## config.mk

```make
export PLATFORM = sky130hd
export DESIGN_NAME = trace_packet_decoder
export DESIGN_NICKNAME = d
export VERILOG_FILES = /design/src/rtl/trace_packet_decoder.sv
export SDC_FILE = /design/constraint.sdc
export NUM_CORES = 1
export LEC_CHECK = 0
export ABC_AREA = 1
export CAP_MARGIN = 20
export CORE_AREA = 4 4 226 228
export CTS_BUF_LIST = sky130_fd_sc_hd__clkbuf_4 sky130_fd_sc_hd__clkbuf_8
export DETAILED_ROUTE_END_ITERATION = 12
export DIE_AREA = 0 0 230 232
export GPL_ROUTABILITY_DRIVEN = 0
export PLACE_DENSITY = 0.77
export SYNTH_ARGS = -nofsm -noshare
export SYNTH_HDL_FRONTEND = slang
export SYNTH_SLANG_ARGS = --single-unit
```

## constraint.sdc

```tcl
create_clock -name clk -period 5.29 [get_ports clk]
set_input_delay 0.7935 -clock clk [delete_from_list [all_inputs] [get_ports clk]]
set_output_delay 0.7935 -clock clk [all_outputs]
set_load 0.02 [all_outputs]
```

## src/rtl/trace_packet_decoder.sv

```systemverilog
// Decodes trace packets from an AXI-Stream beat into instruction, PC, absolute
// timestamp and performance counters, with per-frame bookkeeping.
module trace_packet_decoder #(
    parameter int PERF_CTR_WIDTH           = 16,
    parameter int NO_OF_EVENTS             = 4,
    parameter bit HALT_ON_TLAST            = 1'b1,
    parameter int RISC_V_INSTRUCTION_WIDTH = 32,
    parameter int XLEN                     = 32,
    parameter int CLK_COUNTER_WIDTH        = 64,
    parameter int CLK_DELTA_WIDTH          = 32,
    localparam int CTRS_WIDTH              = NO_OF_EVENTS * PERF_CTR_WIDTH,
    localparam int AXI_DATA_WIDTH          = RISC_V_INSTRUCTION_WIDTH + CLK_DELTA_WIDTH + XLEN + CTRS_WIDTH
) (
    input  logic                                clk,
    input  logic                                rst_n,
    input  logic                                S_AXIS_tvalid,
    output logic                                S_AXIS_tready,
    input  logic [AXI_DATA_WIDTH-1:0]           S_AXIS_tdata,
    input  logic                                S_AXIS_tlast,
    input  logic                                restart,
    input  logic [CLK_COUNTER_WIDTH-1:0]        timestamp_base,
    input  logic [31:0]                         tlast_interval,
    output logic                                out_valid,
    input  logic                                out_ready,
    output logic [RISC_V_INSTRUCTION_WIDTH-1:0] out_instr,
    output logic [XLEN-1:0]                     out_pc,
    output logic [CLK_COUNTER_WIDTH-1:0]        out_timestamp,
    output logic [CTRS_WIDTH-1:0]               out_ctrs,
    output logic                                out_last,
    output logic [31:0]                         frame_count,
    output logic [31:0]                         pkt_in_frame,
    output logic                                frame_overlong,
    output logic [1:0]                          state
);

    localparam int PC_LSB    = CTRS_WIDTH;
    localparam int DELTA_LSB = PC_LSB + XLEN;
    localparam int INSTR_LSB = DELTA_LSB + CLK_DELTA_WIDTH;

    typedef enum logic [1:0] {
        ST_IDLE   = 2'd0,
        ST_STREAM = 2'd1,
        ST_HALTED = 2'd2
    } state_t;

    state_t                         state_q;
    state_t                         state_d;
    logic [CLK_COUNTER_WIDTH-1:0]   ts;
    logic [CLK_COUNTER_WIDTH-1:0]   ts_base;
    logic [CLK_COUNTER_WIDTH-1:0]   ts_next;
    logic [CLK_DELTA_WIDTH-1:0]     clk_delta;
    logic [31:0]                    pkt_next;
    logic                           accept;

    assign S_AXIS_tready = rst_n & ~restart & (state_q != ST_HALTED) & (~out_valid | out_ready);
    assign accept        = S_AXIS_tvalid & S_AXIS_tready;
    assign state         = state_q;

    // The first packet of a frame counts from the externally supplied base time.
    assign clk_delta = S_AXIS_tdata[DELTA_LSB +: CLK_DELTA_WIDTH];
    assign ts_base   = (state_q == ST_IDLE) ? timestamp_base : ts;
    assign ts_next   = ts_base + CLK_COUNTER_WIDTH'(clk_delta);
    assign pkt_next  = (pkt_in_frame == 32'hFFFF_FFFF) ? pkt_in_frame : pkt_in_frame + 32'd1;

    always_ff @(posedge clk) begin
        if (!rst_n) begin
            state_q <= ST_IDLE;
        end else begin
            state_q <= state_d;
        end
    end

    always_comb begin
        state_d = state_q;
        if (restart) begin
            state_d = ST_IDLE;
        end else if (accept) begin
            if (S_AXIS_tlast) begin
                state_d = HALT_ON_TLAST ? ST_HALTED : ST_IDLE;
            end else begin
                state_d = ST_STREAM;
            end
        end
    end

    always_ff @(posedge clk) begin
        if (!rst_n) begin
            ts             <= timestamp_base;
            frame_count    <= '0;
            pkt_in_frame   <= '0;
            frame_overlong <= 1'b0;
            out_valid      <= 1'b0;
            out_instr      <= '0;
            out_pc         <= '0;
            out_timestamp  <= '0;
            out_ctrs       <= '0;
            out_last       <= 1'b0;
        end else begin
            if (restart) begin
                ts             <= timestamp_base;
                pkt_in_frame   <= '0;
                frame_overlong <= 1'b0;
            end else if (accept) begin
                ts <= ts_next;
                if (S_AXIS_tlast) begin
                    if (frame_count != 32'hFFFF_FFFF) begin
                        frame_count <= frame_count + 32'd1;
                    end
                    pkt_in_frame <= '0;
                end else begin
                    pkt_in_frame <= pkt_next;
                    if ((tlast_interval != 32'd0) && (pkt_next >= tlast_interval)) begin
                        frame_overlong <= 1'b1;
                    end
                end
            end

            // Restart never coincides with an accept, so a pending record survives it.
            if (accept) begin
                out_valid     <= 1'b1;
                out_instr     <= S_AXIS_tdata[INSTR_LSB +: RISC_V_INSTRUCTION_WIDTH];
                out_pc        <= S_AXIS_tdata[PC_LSB +: XLEN];
                out_ctrs      <= S_AXIS_tdata[0 +: CTRS_WIDTH];
                out_timestamp <= ts_next;
                out_last      <= S_AXIS_tlast;
            end else if (out_ready) begin
                out_valid <= 1'b0;
            end
        end
    end

endmodule

```

==> run metrics, run 1 <==
sequential area share after synthesis=0.367; Via density=4.95; Gates resized, CTS repair=0; final wirelength=71.7 mm; synth warn=0; Port-buffer cells=523; Buf/Inv on CP=4; f_max=245 MHz; Rel. slew slack=0.390; Synth Register Bits=325; H-tree depth=2; ys async rst share=0; CP cell instances=inv_1, nand2_2, nand2_1, nand2_1, ha_1, inv_1, fa_1, inv_1, nand3_1, nand3_1, nand2_1, nand2_1, inv_1, o21bai_1, nand2_1, nand2_1, nand3_1, nand2_1, a21oi_1; outcome=completed; DRC viols=0; chip height=232 um; Worst R2R Start=state[1]$_SDFFE_PP0P_; Filler cells=4799; vias in the first global route=19300; core area=48800 um^2; Syn Area/Cell=6.30 um^2; final core occ=0.541; pins over their slew limit=0; Root Buffer=clkbuf_8; Reg2Reg Depth=19; synthesis-to-finish area growth=35.7%; Syn Nets=3424; share of cells above drive strength 1=0.0413; DR WL/cell=16.7 um; top_reg_cell synth=dfxtp_1; CP startpoint kind=flop; routed vias=21300; CTS tree=built; # setup viols final=0; cts hold-fix bufs=0; Peak VDD IR=0.212 mV; Sink Count=325; Placed Cells=4185; EDFF count, synth=64; Die X-Extent=230 um; Final TNS setup=0 ns; Synth area leader=dfxtp_1; Top delay family on crit path=simple AND/OR/NAND/NOR gates; WP data required=5.67 ns; R2R Path End=ts[48]$_DFFE_PP_; pin count of the biggest net entering global routing=142; CTS Buf Count=59; highest-delay cell along the critical path=nand2_2; worst-skew pair later-pin latency=0.68 ns; dpl hpwl=55.0 mm; Top Ports=524; Synth top area share=0.268; Multi-input gate area=10200 um^2; Final min period=4.09 ns; clk slew on worst S/H paths=0.07 ns; clk buf depth=3; Cell variety after synth=45; initial core utilization=0.399; clock skew=0.0493 ns; area post-placement=25200 um^2; number of DRC markers in iteration 0=2018; Post-Syn Area=19500 um^2; largest cells by area after synthesis=dfxtp_1 (27%), nand2_1 (16%), nor2_1 (11%), edfxtp_1 (9.9%), inv_1 (8.6%); Post-CTS Setup Bufs=0; critical path class=reg2reg; worst hold path depth=2; Tcrit/Tclk final=0.773; Reg2Reg Setup Slack=1.20 ns; LEAKAGE=0.0121 uW; final net count=3911; worst setup path end=ts[48]$_DFFE_PP_; WP depth=19; RSZ-0062 raised after global routing=false; CP Max Fanout=49; worst min path class=reg2reg; total gr overflow=0; CP endpoint kind=flop; count leader, synth=nand2_1; max incr delay on CP=0.69 ns; DIE AREA=53400 um^2; final hold vios=0; Post-Synthesis Cells=3095; most frequent CP cell=nand2_1; Seq. cell area=7150 um^2; Pwr Total=6850 uW; CP Data Arrival Time=4.46 ns; fin cells=4293; worst slew pin tran=0.911 ns; cell area power density=259 nW/um^2; most common library cells after synthesis=nand2_1 (846), nor2_1 (583), inv_1 (449); Final ANT Viol Nets=0; Post-Layout Inst Area=26400 um^2; Tot GR Track Use=0.253; max_cap viols=0; CP Launch Point=state[1]$_SDFFE_PP0P_; Antenna Cells=0; antenna violations before repair=6; Cell Rows=81; first-pass GRT wire length=108 mm; DRT Pass-1 Iters=5
==> layer usage <==
layer / wire length (um) / vias to the layer above / global-route usage
li1: - / 10600 / -
met1: 29700 / 9495 / 0.328
met2: 32200 / 954 / 0.407
met3: 7410 / 153 / 0.0736
met4: 2340 / 12 / 0.0817
met5: 71 / - / 0
==> cells by family (layout without fill, tap and decap cells) <==
kind of cell             count (synthesis)  after routing  share of synthesized area
AO/OA/AOI/OAI                          402            402                      0.107
XOR/XNOR                                46             46                     0.0207
adder cells (fa/ha/maj)                 67             67                     0.0434
buffers and inverters                  562           1096                      0.113
flip-flops                             325            325                      0.367
AND/OR/NAND/NOR                       1693           1693                      0.349
==> cell type report <==
type,instances,area share
Clock buffer,93,0.0427
Timing Repair Buffer,534,0.202
Tap cell,664,0.0314
Clock inverter,15,0.00435
Multi-Input combinational cell,2208,0.384
Inverter,454,0.0648
Sequential cell,325,0.270
==> layout by cell type (no fill, tap or decap), drive strengths merged, types with 2 or more instances in the layout <==
master	instances
xor2	38
a21oi	76
a21boi	2
nor4	8
clkdlybuf4s50	522
buf	12
ha	66
nor2	590
o31ai	2
and3	2
clkinv	13
edfxtp	64
nand3b	3
o21a	5
inv	455
and2	3
o21ai	303
o211ai	7
nor3b	4
dfxtp	261
nand2	849
xnor2	8
nand3	166
a31oi	2
nand4	29
nor3	39
clkbuf	93
==> per-stage QoR <==
stage | setup WS, ns | hold WS (ns)
CTS | 1.22 | 0.464
floorplan | 1.17 | 0.526
detailed placement | 1.31 | 0.452
finish | 1.20 | 0.453
global placement | 1.39 | 0.440
global route | 0.922 | 0.485
==> tightest hold or removal path: stages, from the launching register on <==
cell and delay (ns):
dfxtp_1 0.31, inv_1 0.04, a21oi_1 0.05
==> power breakdown <==
part / internal (uW) / total (uW) / switching, uW
sequential: 2680 / 2740 / 62.0
combinational: 614 / 1590 / 976
clock: 1410 / 2520 / 1120
==> flip-flops by register name, indices dropped and copies added, names as in the netlist <==
name            count
frame_overlong      1
out_instr          32
out_pc             32
out_last            1
out_timestamp      64
out_ctrs           64
out_valid           1
ts                 64
state               2
frame_count        32
pkt_in_frame       32
==> how the worst min path moves through the flow <==
stage                                            from                          end  slack (ns)
after floorplan           frame_overlong$_SDFFE_PP0P_  frame_overlong$_SDFFE_PP0P_        0.53
after global placement    frame_overlong$_SDFFE_PP0P_  frame_overlong$_SDFFE_PP0P_        0.44
after detailed placement  frame_overlong$_SDFFE_PP0P_  frame_overlong$_SDFFE_PP0P_        0.45
after CTS                 frame_overlong$_SDFFE_PP0P_  frame_overlong$_SDFFE_PP0P_        0.46
after global routing      frame_overlong$_SDFFE_PP0P_  frame_overlong$_SDFFE_PP0P_        0.49
final                     frame_overlong$_SDFFE_PP0P_  frame_overlong$_SDFFE_PP0P_        0.45
Power figures use the tool's default switching activity.
==> run 2: changes to the inputs <==
--- a/config.mk
+++ b/config.mk
@@ -12,7 +12,7 @@
 export DETAILED_ROUTE_END_ITERATION = 12
 export DIE_AREA = 0 0 230 232
 export GPL_ROUTABILITY_DRIVEN = 0
-export PLACE_DENSITY = 0.77
+export PLACE_DENSITY = 0.79
 export SYNTH_ARGS = -nofsm -noshare
 export SYNTH_HDL_FRONTEND = slang
 export SYNTH_SLANG_ARGS = --single-unit
==> constraint.sdc (replaced) <==
create_clock -name clk -period 3.5 [get_ports clk]
set_input_delay 0.525 -clock clk [delete_from_list [all_inputs] [get_ports clk]]
set_output_delay 0.525 -clock clk [all_outputs]
set_load 0.02 [all_outputs]
==> run metrics, run 2 (synthesis results as in run 1) <==
outcome=completed; clock skew=0.0547 ns (+0.00543 ns); Sink Count=325 (unchanged); pins over their slew limit=0 (unchanged); most frequent CP cell=nand2_1; total gr overflow=0 (unchanged); # setup viols final=0 (unchanged); worst-skew pair later-pin latency=0.68 ns (about the same); CP endpoint kind=flop; Rel. slew slack=0.504 (+0.114); CTS Buf Count=58 (-1.7%); first-pass GRT wire length=109 mm (+0.76%); initial core utilization=0.399 (unchanged); CP startpoint kind=flop; Top delay family on crit path=simple AND/OR/NAND/NOR gates; Root Buffer=clkbuf_8; final core occ=0.549 (+0.00779); vias in the first global route=19400 (+0.19%); worst slew pin tran=0.744 ns (-0.168 ns); CP Max Fanout=9 (-82%); Antenna Cells=0 (unchanged); Tot GR Track Use=0.255 (+0.00255); max_cap viols=0 (unchanged); Hold Worst Slack=0.473 ns (+0.0200 ns); Top Ports=524 (unchanged); Final ANT Viol Nets=0 (unchanged); cell area power density=393 nW/um^2 (+52%); Pwr Total=10500 uW (+54%); Worst R2R Start=state[0]$_SDFFE_PP0P_; dpl hpwl=55.9 mm (+1.6%); Reg2Reg Depth=18 (-1); Cell Rows=81 (unchanged); CP cell instances=buf_4, nor2_4, buf_4, nand2_1, nand2_1, ha_1, nand2_1, inv_1, a21oi_1, inv_1, a21oi_1, nand3_1, nand2_1, nand2_1, nand2_1, nand3_1, o21ai_0, inv_1; DRC viols=0 (unchanged); worst min path class=reg2reg; Reg2Reg Setup Slack=0.22 ns (-0.98 ns); f_max=305 MHz (+25%); Port-buffer cells=523 (unchanged); WP depth=18 (-1); Peak VDD IR=0.314 mV (+48%); Die X-Extent=230 um (unchanged); synthesis-to-finish area growth=37.6%; clk slew on worst S/H paths=0.06 ns (about the same); H-tree depth=2 (unchanged); worst hold path depth=2 (unchanged); commonest non-fill, non-tap cell in the layout=nand2_1; final net count=3944 (+0.84%); Final TNS setup=0 ns (unchanged); max incr delay on CP=0.31 ns (-0.38 ns); final hold vios=0 (unchanged); CP Data Arrival Time=3.70 ns (-0.76 ns); DR WL/cell=16.9 um (+1.1%); Via density=4.98 (+0.59%); chip height=232 um (unchanged); DP Worst Slack=0.184 ns (-1.12 ns); Buf/Inv on CP=5 (+1); Tcrit/Tclk final=0.937 (+0.164); CTS tree=built; critical path class=reg2reg; WP data required=3.92 ns (-1.75 ns); DIE AREA=53400 um^2 (unchanged); antenna violations before repair=5 (-1); most frequent cells in the layout=nand2_1 (846), nor2_1 (581), clkdlybuf4s50_1 (522), inv_1 (447), o21ai_0 (272); final wirelength=73.1 mm (+1.9%); number of DRC markers in iteration 0=2130 (+5.6%); Final min period=3.28 ns (-0.809 ns); pin count of the biggest net entering global routing=169 (+19%); share of cells above drive strength 1=0.0508 (+0.00947); DRT Pass-1 Iters=8 (+3); final worst slack=0.221 ns (-0.981 ns); clk buf depth=3 (unchanged); Hold EP=frame_overlong$_SDFFE_PP0P_; worst min-delay path startpoint=frame_overlong$_SDFFE_PP0P_; core area=48800 um^2 (unchanged); LEAKAGE=0.0123 uW (+1.8%); highest-delay cell along the critical path=dfxtp_2; R2R Path End=ts[37]$_DFFE_PP_; routed vias=21500 (+1.3%); Top Registers=out_ctrs (64), out_timestamp (64), ts (64)
-- run 2: power by group --
group          internal, uW  switching [uW]  total, uW
clock                  2200            1730       3930
sequential             4050            93.9       4140
combinational           965            1500       2470
total                  7220            3330      10500
-- run 2: repair_timing --
action,in CTS,in global routing
resized for setup,0,5
endpoints found under the setup margin,0,2
hold buffers,0,0
buffers inserted,0,1
-- run 2: how the worst max path moves through the flow --
stage | startpoint | to | slack, ns
2_1_floorplan | state[1]$_SDFFE_PP0P_ | ts[48]$_DFFE_PP_ | 0.008
3_3_place_gp | timestamp_base[0] | ts[46]$_DFFE_PP_ | 0.23
3_5_place_dp | timestamp_base[0] | ts[44]$_DFFE_PP_ | 0.18
4_1_cts | pkt_in_frame[0]$_SDFFE_PP0P_ | frame_overlong$_SDFFE_PP0P_ | 0.16
5_1_grt | pkt_in_frame[8]$_SDFFE_PP0P_ | frame_overlong$_SDFFE_PP0P_ | -0.02
6_report | state[0]$_SDFFE_PP0P_ | ts[37]$_DFFE_PP_ | 0.22
-- run 2: stage by stage --
step / area (um^2) / instances
floorplan: 19500 / 3095
global placement: 25500 / 4218
detailed placement: 25500 / 4218
CTS: 26800 / 4324
global route: 26800 / 4325
finish: 26800 / 4325
-- run 2: cell type report --
type / count / area, um^2
clock buffer: 92 / 1130
clock inverter: 14 / 146
fill: 4744 / 22000
inverter: 454 / 1710
multi-input combinational: 2208 / 10200
sequential: 325 / 7150
tap: 664 / 831
timing repair buffer: 568 / 5680
-- run 2: metal layers --
layer,share of wire,GRT usage,vias to the layer above
li1,-,-,10700
met1,0.40,0.326,9542
met2,0.45,0.414,1077
met3,0.11,0.0775,197
met4,0.035,0.0845,8
met5,0.00062,0,-
-- run 2: worst reg2reg max path, delay by kind of cell (launching register included) --
| family | cells | cell delay (ns) |
|---|---|---|
| buffers and inverters | 5 | 0.68 |
| flip-flops | 1 | 0.31 |
| AO/OA/AOI/OAI | 3 | 0.54 |
| AND/OR/NAND/NOR | 9 | 1.20 |
| adder cells (fa/ha/maj) | 1 | 0.28 |
==> run 3: changes to the inputs <==
--- a/config.mk
+++ b/config.mk
@@ -7,10 +7,10 @@
 export LEC_CHECK = 0
 export ABC_AREA = 1
 export CAP_MARGIN = 20
-export CORE_AREA = 4 4 226 228
+export CORE_AREA = 2 2 224 226
 export CTS_BUF_LIST = sky130_fd_sc_hd__clkbuf_4 sky130_fd_sc_hd__clkbuf_8
 export DETAILED_ROUTE_END_ITERATION = 12
-export DIE_AREA = 0 0 230 232
+export DIE_AREA = 0 0 226 228
 export GPL_ROUTABILITY_DRIVEN = 0
 export PLACE_DENSITY = 0.79
 export SYNTH_ARGS = -nofsm -noshare
==> run metrics, run 3 (synthesis results as in run 1) <==
cts hold-fix bufs=0 (unchanged); clk slew on worst S/H paths=0.07 ns (about the same); final net count=3938 (-0.15%); number of DRC markers in iteration 0=1930 (-9.4%); dpl hpwl=54.2 mm (-3.0%); DIE AREA=51500 um^2 (-3.4%); LEAKAGE=0.0124 uW (+0.37%); CP Data Arrival Time=3.94 ns (+0.24 ns); DRC viols=0 (unchanged); Top Ports=524 (unchanged); f_max=300 MHz (-1.6%); first-pass GRT wire length=110 mm (+0.84%); CP Max Fanout=3 (-6); share of cells above drive strength 1=0.0511 (+0.000329); WP data required=4.10 ns (+0.18 ns); Port-buffer cells=523 (unchanged); pin count of the biggest net entering global routing=168 (-0.59%); commonest non-fill, non-tap cell in the layout=nand2_1; max_cap viols=0 (unchanged); Peak VDD IR=0.325 mV (+3.3%); total gr overflow=0 (unchanged); Final min period=3.33 ns (+0.0536 ns); outcome=completed; final hold vios=0 (unchanged); DR WL/cell=16.6 um (-1.7%); most frequent cells in the layout=nand2_1 (844), nor2_1 (580), clkdlybuf4s50_1 (522), inv_1 (447), o21ai_0 (272); worst min path class=in2reg; worst slew pin tran=0.872 ns (+0.129 ns); area post-placement=25500 um^2 (-0.25%); core area=49300 um^2 (+1.0%); Die X-Extent=226 um (-1.7%); initial core utilization=0.395 (-0.00405); cell area power density=405 nW/um^2 (+3.2%); Post-Layout Inst Area=27000 um^2 (+0.53%); chip height=228 um (-1.7%); worst-skew pair later-pin latency=0.71 ns (+0.03 ns); CP endpoint kind=flop; DRT Pass-1 Iters=8 (unchanged); synthesis-to-finish area growth=38.4%; Sink Count=325 (unchanged); final wirelength=71.9 mm (-1.5%); critical path class=reg2reg; Final TNS setup=0 ns (unchanged); Top Registers=out_ctrs (64), out_timestamp (64), ts (64); routed vias=21500 (-0.27%); DP Worst Slack=-0.0709 ns (-0.255 ns); final core occ=0.546 (-0.00268); CP startpoint kind=flop; # setup viols final=0 (unchanged); pins over their slew limit=0 (unchanged); vias in the first global route=20200 (+4.2%); Tot GR Track Use=0.271 (+0.0160); CTS Buf Count=59 (+1.7%); H-tree depth=2 (unchanged); clock skew=0.0472 ns (-0.00755 ns); final worst slack=0.167 ns (-0.0536 ns); Rel. slew slack=0.418 (-0.0858); RSZ-0062 raised after global routing=false; Tcrit/Tclk final=0.952 (+0.0153); clk buf depth=3 (unchanged); Filler cells=4678 (-1.4%); Cell Rows=82 (+1.2%); Root Buffer=clkbuf_8; Final ANT Viol Nets=0 (unchanged); Hold Worst Slack=0.408 ns (-0.0655 ns); antenna violations before repair=5 (unchanged); Via density=4.96 (-0.48%); CTS tree=built
## run 3: changes by cell type in the layout (fill, tap and decap cells not counted), moves of 2 or more
cell,before,now
buf_4,37,31
diode_2,0,5
clkbuf_4,22,15
nand2_2,2,4
clkbuf_8,70,74
bufinv_16,2,6
nand2_1,846,844
clkinv_1,0,2
## run 3: metrics by stage
| step | instances | power [uW] |
|---|---|---|
| 3_3_place_gp | 4218 | 6580 |
| 5_1_grt | 4331 | 11400 |
| 3_5_place_dp | 4218 | 6610 |
| 6_report | 4334 | 10900 |
| 2_1_floorplan | 3095 | 5560 |
| 4_1_cts | 4327 | 11000 |
## run 3: path summary, 6_finish.rpt
kind / startpoint / end / slack, ns / cells after the start
max: pkt_in_frame[4]$_SDFFE_PP0P_ / frame_overlong$_SDFFE_PP0P_ / 0.17 / 17
min: rst_n / frame_count[13]$_SDFFE_PN0P_ / 0.41 / 3
max reg2reg: pkt_in_frame[4]$_SDFFE_PP0P_ / frame_overlong$_SDFFE_PP0P_ / 0.17 / 17
min reg2reg: out_instr[5]$_SDFFE_PN0P_ / out_instr[5]$_SDFFE_PN0P_ / 0.48 / 2
## run 3: layout make-up
class	count	area, um^2	share of cell area
Multi-Input combinational cell	2208	10200	0.379
Sequential cell	325	7150	0.265
Timing Repair Buffer	561	5620	0.208
Inverter	454	1710	0.0635
Clock buffer	89	1130	0.0419
Tap cell	672	841	0.0312
Clock inverter	20	283	0.0105
Antenna cell	5	12.5	0.000464
## run 3: layer usage
metal,global-route usage,routed length [um]
met1,0.335,29100
met2,0.423,31200
met3,0.0922,8050
met4,0.131,3650
met5,0,13
## run 3: what timing repair did
item                       in CTS  in global routing
setup endpoints to repair       1                  1
buffers inserted                0                  2
resized for setup               1                 14
pin swaps                       0                  3
## run 3: worst max-delay path, cell delays in order, from the launching register on
cell and delay, ns:
dfxtp_1 0.42, nand2_1 0.13, nor2_2 0.18, nand2_1 0.14
nor4_4 0.24, nand4_1 0.26, buf_4 0.22, o21ai_1 0.11
nand2_1 0.08, ha_1 0.31, nand2_1 0.06, nor2_1 0.12
nand4_1 0.20, nor4_4 0.39, nand3_1 0.12, nand3_1 0.10
nand2_1 0.07, a21oi_1 0.11
## run 3: where the power goes
part | switching, uW | internal (uW) | total, uW
clock | 1820 | 2530 | 4350
combinational | 1480 | 955 | 2440
sequential | 94.4 | 4050 | 4140
